===== src/rtl/divu_pkg.sv =====
// Shared definitions for the unsigned divider and the ALU-control decode.
// Optional build macro affecting divu_unit: DIVU_DIVZ_DETECT_EN.
package divu_pkg;

  localparam int WIDTH = 32;

  localparam logic [5:0] DIVU  = 6'b011011;
  localparam logic [5:0] MULTU = 6'b011001;

  typedef enum logic [1:0] {
    IDLE = 2'd0,
    RUN  = 2'd1,
    DONE = 2'd2
  } divu_state_t;

  function automatic logic is_long_op(input logic [5:0] funct);
    return (funct == DIVU) || (funct == MULTU);
  endfunction

endpackage


===== src/rtl/divu_step.sv =====
// One restoring-division iteration: shift in a dividend bit, then conditionally
// subtract the divisor using WIDTH+1-bit unsigned arithmetic.
module divu_step #(
  parameter int WIDTH = 32
) (
  input  logic [WIDTH-1:0] remainder,
  input  logic [WIDTH-1:0] divisor,
  input  logic             bit_in,
  output logic [WIDTH-1:0] remainder_next,
  output logic             quotient_bit
);

  logic [WIDTH:0] shifted;
  logic [WIDTH:0] diff;
  logic [WIDTH:0] selected;
  logic           msb_unused;

  assign shifted      = {remainder, bit_in};
  assign quotient_bit = (shifted >= {1'b0, divisor});
  assign diff         = shifted - {1'b0, divisor};
  assign selected     = quotient_bit ? diff : shifted;

  // The remainder stays below the divisor, so the top bit is always zero here.
  assign {msb_unused, remainder_next} = selected;

endmodule


===== src/rtl/divu_unit.sv =====
// Multi-cycle unsigned restoring divider producing {remainder, quotient}.
// Define DIVU_DIVZ_DETECT_EN to short-circuit a zero divisor straight to DONE.
module divu_unit #(
  parameter int WIDTH = divu_pkg::WIDTH
) (
  input  logic               clk,
  input  logic               reset,
  input  logic               start,
  input  logic [WIDTH-1:0]   dataA,
  input  logic [WIDTH-1:0]   dataB,
  output logic [2*WIDTH-1:0] dataOut,
  output logic               busy,
  output logic               done,
  output logic               div_by_zero
);

  import divu_pkg::*;

  localparam int CW = $clog2(WIDTH + 1);
  localparam logic [CW-1:0] LAST = CW'(WIDTH);

  divu_state_t      state;
  logic             armed;
  logic [WIDTH-1:0] dividend_q;
  logic [WIDTH-1:0] divisor_q;
  logic [WIDTH-1:0] rem_q;
  logic [CW-1:0]    count;
  logic [WIDTH-1:0] rem_next;
  logic             q_bit;

  divu_step #(.WIDTH(WIDTH)) u_step (
    .remainder      (rem_q),
    .divisor        (divisor_q),
    .bit_in         (dividend_q[WIDTH-1]),
    .remainder_next (rem_next),
    .quotient_bit   (q_bit)
  );

  // armed is a one-stage release synchroniser: starts are taken from the second edge on.
  // The dividend register shifts left each step and fills with quotient bits.
  always_ff @(posedge clk or negedge reset) begin
    if (!reset) begin
      state       <= IDLE;
      armed       <= 1'b0;
      dividend_q  <= '0;
      divisor_q   <= '0;
      rem_q       <= '0;
      count       <= '0;
      dataOut     <= '0;
      busy        <= 1'b0;
      done        <= 1'b0;
      div_by_zero <= 1'b0;
    end else begin
      armed <= 1'b1;
      case (state)
        IDLE: begin
          done <= 1'b0;
          if (start && armed) begin
            dividend_q  <= dataA;
            divisor_q   <= dataB;
            rem_q       <= '0;
            count       <= '0;
            div_by_zero <= 1'b0;
`ifdef DIVU_DIVZ_DETECT_EN
            if (dataB == '0) begin
              state       <= DONE;
              done        <= 1'b1;
              div_by_zero <= 1'b1;
              dataOut     <= {dataA, {WIDTH{1'b1}}};
            end else begin
              state <= RUN;
              busy  <= 1'b1;
            end
`else
            state <= RUN;
            busy  <= 1'b1;
`endif
          end
        end
        RUN: begin
          if (count == LAST) begin
            state   <= DONE;
            busy    <= 1'b0;
            done    <= 1'b1;
            dataOut <= {rem_q, dividend_q};
          end else begin
            rem_q      <= rem_next;
            dividend_q <= {dividend_q[WIDTH-2:0], q_bit};
            count      <= count + CW'(1);
          end
        end
        DONE: begin
          state       <= IDLE;
          done        <= 1'b0;
          div_by_zero <= 1'b0;
        end
        default: begin
          state <= IDLE;
          busy  <= 1'b0;
          done  <= 1'b0;
        end
      endcase
    end
  end

endmodule


===== config.mk =====
export PLATFORM = sky130hd
export DESIGN_NAME = divu_unit
export DESIGN_NICKNAME = d
export VERILOG_FILES = /design/src/rtl/divu_pkg.sv /design/src/rtl/divu_step.sv /design/src/rtl/divu_unit.sv
export SDC_FILE = /design/constraint.sdc
export NUM_CORES = 1
export LEC_CHECK = 0
export ABC_AREA = 1
export CORE_MARGIN = 1
export CORE_UTILIZATION = 56
export DETAILED_ROUTE_END_ITERATION = 8
export PLACE_DENSITY_LB_ADDON = 0.05
export SYNTH_ARGS = -nofsm -noshare
export SYNTH_HDL_FRONTEND = slang
export SYNTH_SLANG_ARGS = --single-unit

===== constraint.sdc =====
create_clock -name clk -period 2.2 [get_ports clk]
set_clock_uncertainty 0.1 [all_clocks]
set_input_delay 0.44 -clock clk [delete_from_list [all_inputs] [get_ports clk]]
set_output_delay 0.44 -clock clk [all_outputs]
set_load 0.03 [all_outputs]

==> summary.txt <==
Clock tree
  – TritonCTS buffer count: 17
  – CTS tree: built
  – H-tree levels: 4
  – Num Clock Sinks: 171
  – Root Driver: clkbuf_16
  – Clock buffer depth: 2
  – Clock slew at reported path FFs: 0.08 ns
  – Clock latency on the worst-skew pair: 0.45 ns

Timing
  – Slew Viols, Final: 0
  – F_max: 443 MHz
  – Min cycle time layout: 2.26 ns
  – Period utilization: 1.03
  – TNS Setup: -0.364 ns
  – Hold Vio Cnt, Final: 0
  – RSZ-0062 raised after global routing: true
  – Setup ws final: -0.0581 ns
  – Final setup fails: 13

Critical path
  – Max incr delay on CP: 0.43 ns
  – CP delay by family, top: simple AND/OR/NAND/NOR gates
  – Worst setup SP type: flop
  – CP Buf/Inv Count: 3
  – Crit. End Element: flop
  – Data arrival time of the critical path: 2.49 ns
  – Req. time, crit path: 2.43 ns
  – Slowest-stage cell, CP: dfrtp_1
  – Critical path, cell by cell: ha_4, nand2_2, nor2_1, buf_4, nand3_2, nor2_2, nand2_1, nand2_2, nor2_4, nand2_8, buf_6, buf_6, nand2_2, nand3_2, nand2_1
  – Worst-path maximum fanout: 6
  – Setup Crit Path Kind: reg2reg
  – CP dominant cell by count: nand2_2

Floorplanning
  – Rows: 47
  – Die area: 17,700 µm²
  – Initial Util: 0.576
  – Core area: 16,600 µm²
  – Chip width: 133 µm
  – Top Ports: 134
  – Die height: 133 µm

Routing
  – TritonRoute pass-1 iters: 7
  – Iter 0 DRT Violations: 750
  – DRT Wirelength: 28,800 µm
  – Vias/cell: 5.33
  – Routed via count: 9,593
  – Routed Antenna Nets: 0
  – Wire length per cell: 16.0 µm
  – Drt drc: 0

Yosys
  – Yosys warns: 0
  – Post-synthesis net count: 1,423
  – Largest family of logic cells by synthesized area: simple AND/OR/NAND/NOR gates
  – Post-synth EDFFs: 0
  – Synth Area in Simple Gates: 0.263
  – Post-synthesis cell type count: 36
  – Syn Area/Cell: 7.26 µm²
  – Synth Flop Type: dfrtp_1
  – Synth Area in Adders: 0.0464
  – Post-synthesis sequential area ratio: 0.446
  – Xor/xnor cell area share of the yosys netlist: 0.0137
  – Syn Inst Count: 1,321
  – Flops & latches, synth: 171
  – Syn Std Cell Area: 9590 µm²
  – Proportion of synthesized area in mux cells: 0
  – Post-synthesis compound-gate area fraction: 0.115
  – Async SR Flop Fraction: 1.00

Finish
  – Commonest non-fill, non-tap cells in the layout: 379 x nand2_1, 200 x inv_1, 171 x dfrtp_1, 131 x clkdlybuf4s50_1, 127 x o21ai_0
  – Final core occ: 0.820
  – Commonest non-fill, non-tap cell in the layout: nand2_1
  – Share of post-route cells with drive strength above 1: 0.229
  – Area grow syn2layout: 42.3%
  – Fin nets: 1,669
  – Fill count: 1,088
  – Ant diodes: 0

Global route
  – First-pass GRT wire length: 45,600 µm
  – Vias in the first global route: 9,173
  – Largest net degree at the start of global routing: 98
  – Aggregate global-route resource usage: 0.328
  – Initial antenna violation count: 0
  – GRT overflow: 0

Hold path
  – Hold WC Path Type: reg2reg

Outcome
  – Outcome: complete, but fails checks
  – Failing checks: setup timing

Power and ir drop
  – Power Density: 473 nW/µm²
  – Pleak: 0.00680 µW
  – Final Power: 6450 µW
  – Maximum vdd drop: 0.551 mV

Placement
  – # port buffers: 132
  – DP Wirelength: 18,500 µm
  – Routability cong.: 0.924

Job
  – MaxCap Viol Count: 0
-- layer usage --
| layer | global-route usage | share of wire | vias to the layer above |
|---|---|---|---|
| met2 | 0.526 | 0.48 | 343 |
| met3 | 0.0410 | 0.054 | 58 |
| li1 | - | - | 4625 |
| met4 | 0.116 | 0.022 | 0 |
| met5 | 0 | 0 | - |
| met1 | 0.458 | 0.44 | 4567 |
-- cell type report --
type                            count  area, µm²  share of cell area
Sequential cell                   171       4280               0.313
Clock buffer                       18        439              0.0322
Clock inverter                     14        168              0.0123
Tap cell                          220        275              0.0202
Timing Repair Buffer              276       2580               0.189
Multi-Input combinational cell    870       5050               0.370
Inverter                          231        868              0.0636
-- report_power, final --
group / switching [µW] / total [µW] / leakage (µW) / internal, µW
registers: 0.516 / 3140 / 0.00220 / 3140
clock network: 1540 / 3110 / 0.000296 / 1570
logic: 83.5 / 198 / 0.00430 / 115
total: 1620 / 6450 / 0.00680 / 4830
-- registers in the layout (all words and copies together) (netlist names) --
name and flops:
armed 1, busy 1, count 6, dataOut 64
dividend_q 32, divisor_q 32, done 1, rem_q 32
state 2
-- through the flow --
step / setup slack, ns / hold WS, ns / cell area [µm²] / cells
3_5_place_dp: -0.166 / 0.321 / 12000 / 1742
2_1_floorplan: 0.236 / 0.0444 / 9590 / 1321
6_report: -0.0581 / 0.386 / 13700 / 1800
3_3_place_gp: -0.0851 / 0.316 / 12000 / 1742
5_1_grt: -0.115 / 0.406 / 13700 / 1800
4_1_cts: 0.000476 / 0.389 / 13100 / 1787
-- timing repair --
action                                 4_1_cts  5_1_grt
cloned                                       1        0
setup endpoints to repair                   33       33
endpoints found under the hold margin       45        0
gates resized for setup                     76      128
setup buffers                               11       14
hold buffers                                 1        0
pin swaps                                   11       37
-- logic make-up after synthesis --
logic type	count (synthesis)
buffers and inverters	280
adders and majority gates	35
and+or+nand+nor	617
other	2
xor gates and xnor gates	15
DFF	171
AOI/OAI and AO/OA	201
-- cells in the mapped netlist, drive strengths merged (13+ instances only) --
cell,number,area [µm²]
o211ai,20,150
ha,34,425
a21oi,23,119
dfrtp,171,4280
nand2,441,1670
o21ai,140,701
clkbuf,23,86.3
nor2,56,228
inv,230,863
xnor2,13,114
buf,26,148
nand3,98,495
-- worst paths after layout --
kind	from	depth (start not counted)	slack, ns	to
worst max-delay path	rem_q[3]	15	-0.06	rem_q[16]
worst min-delay path	state[0]	1	0.39	busy
worst max register to register	rem_q[3]	15	-0.06	rem_q[16]
worst min register to register	state[0]	1	0.39	busy
max in group asynchronous	reset	3	0.98	dataOut[62]
min in group asynchronous	reset	2	0.40	dataOut[43]
(Power assumes the default switching activity.)
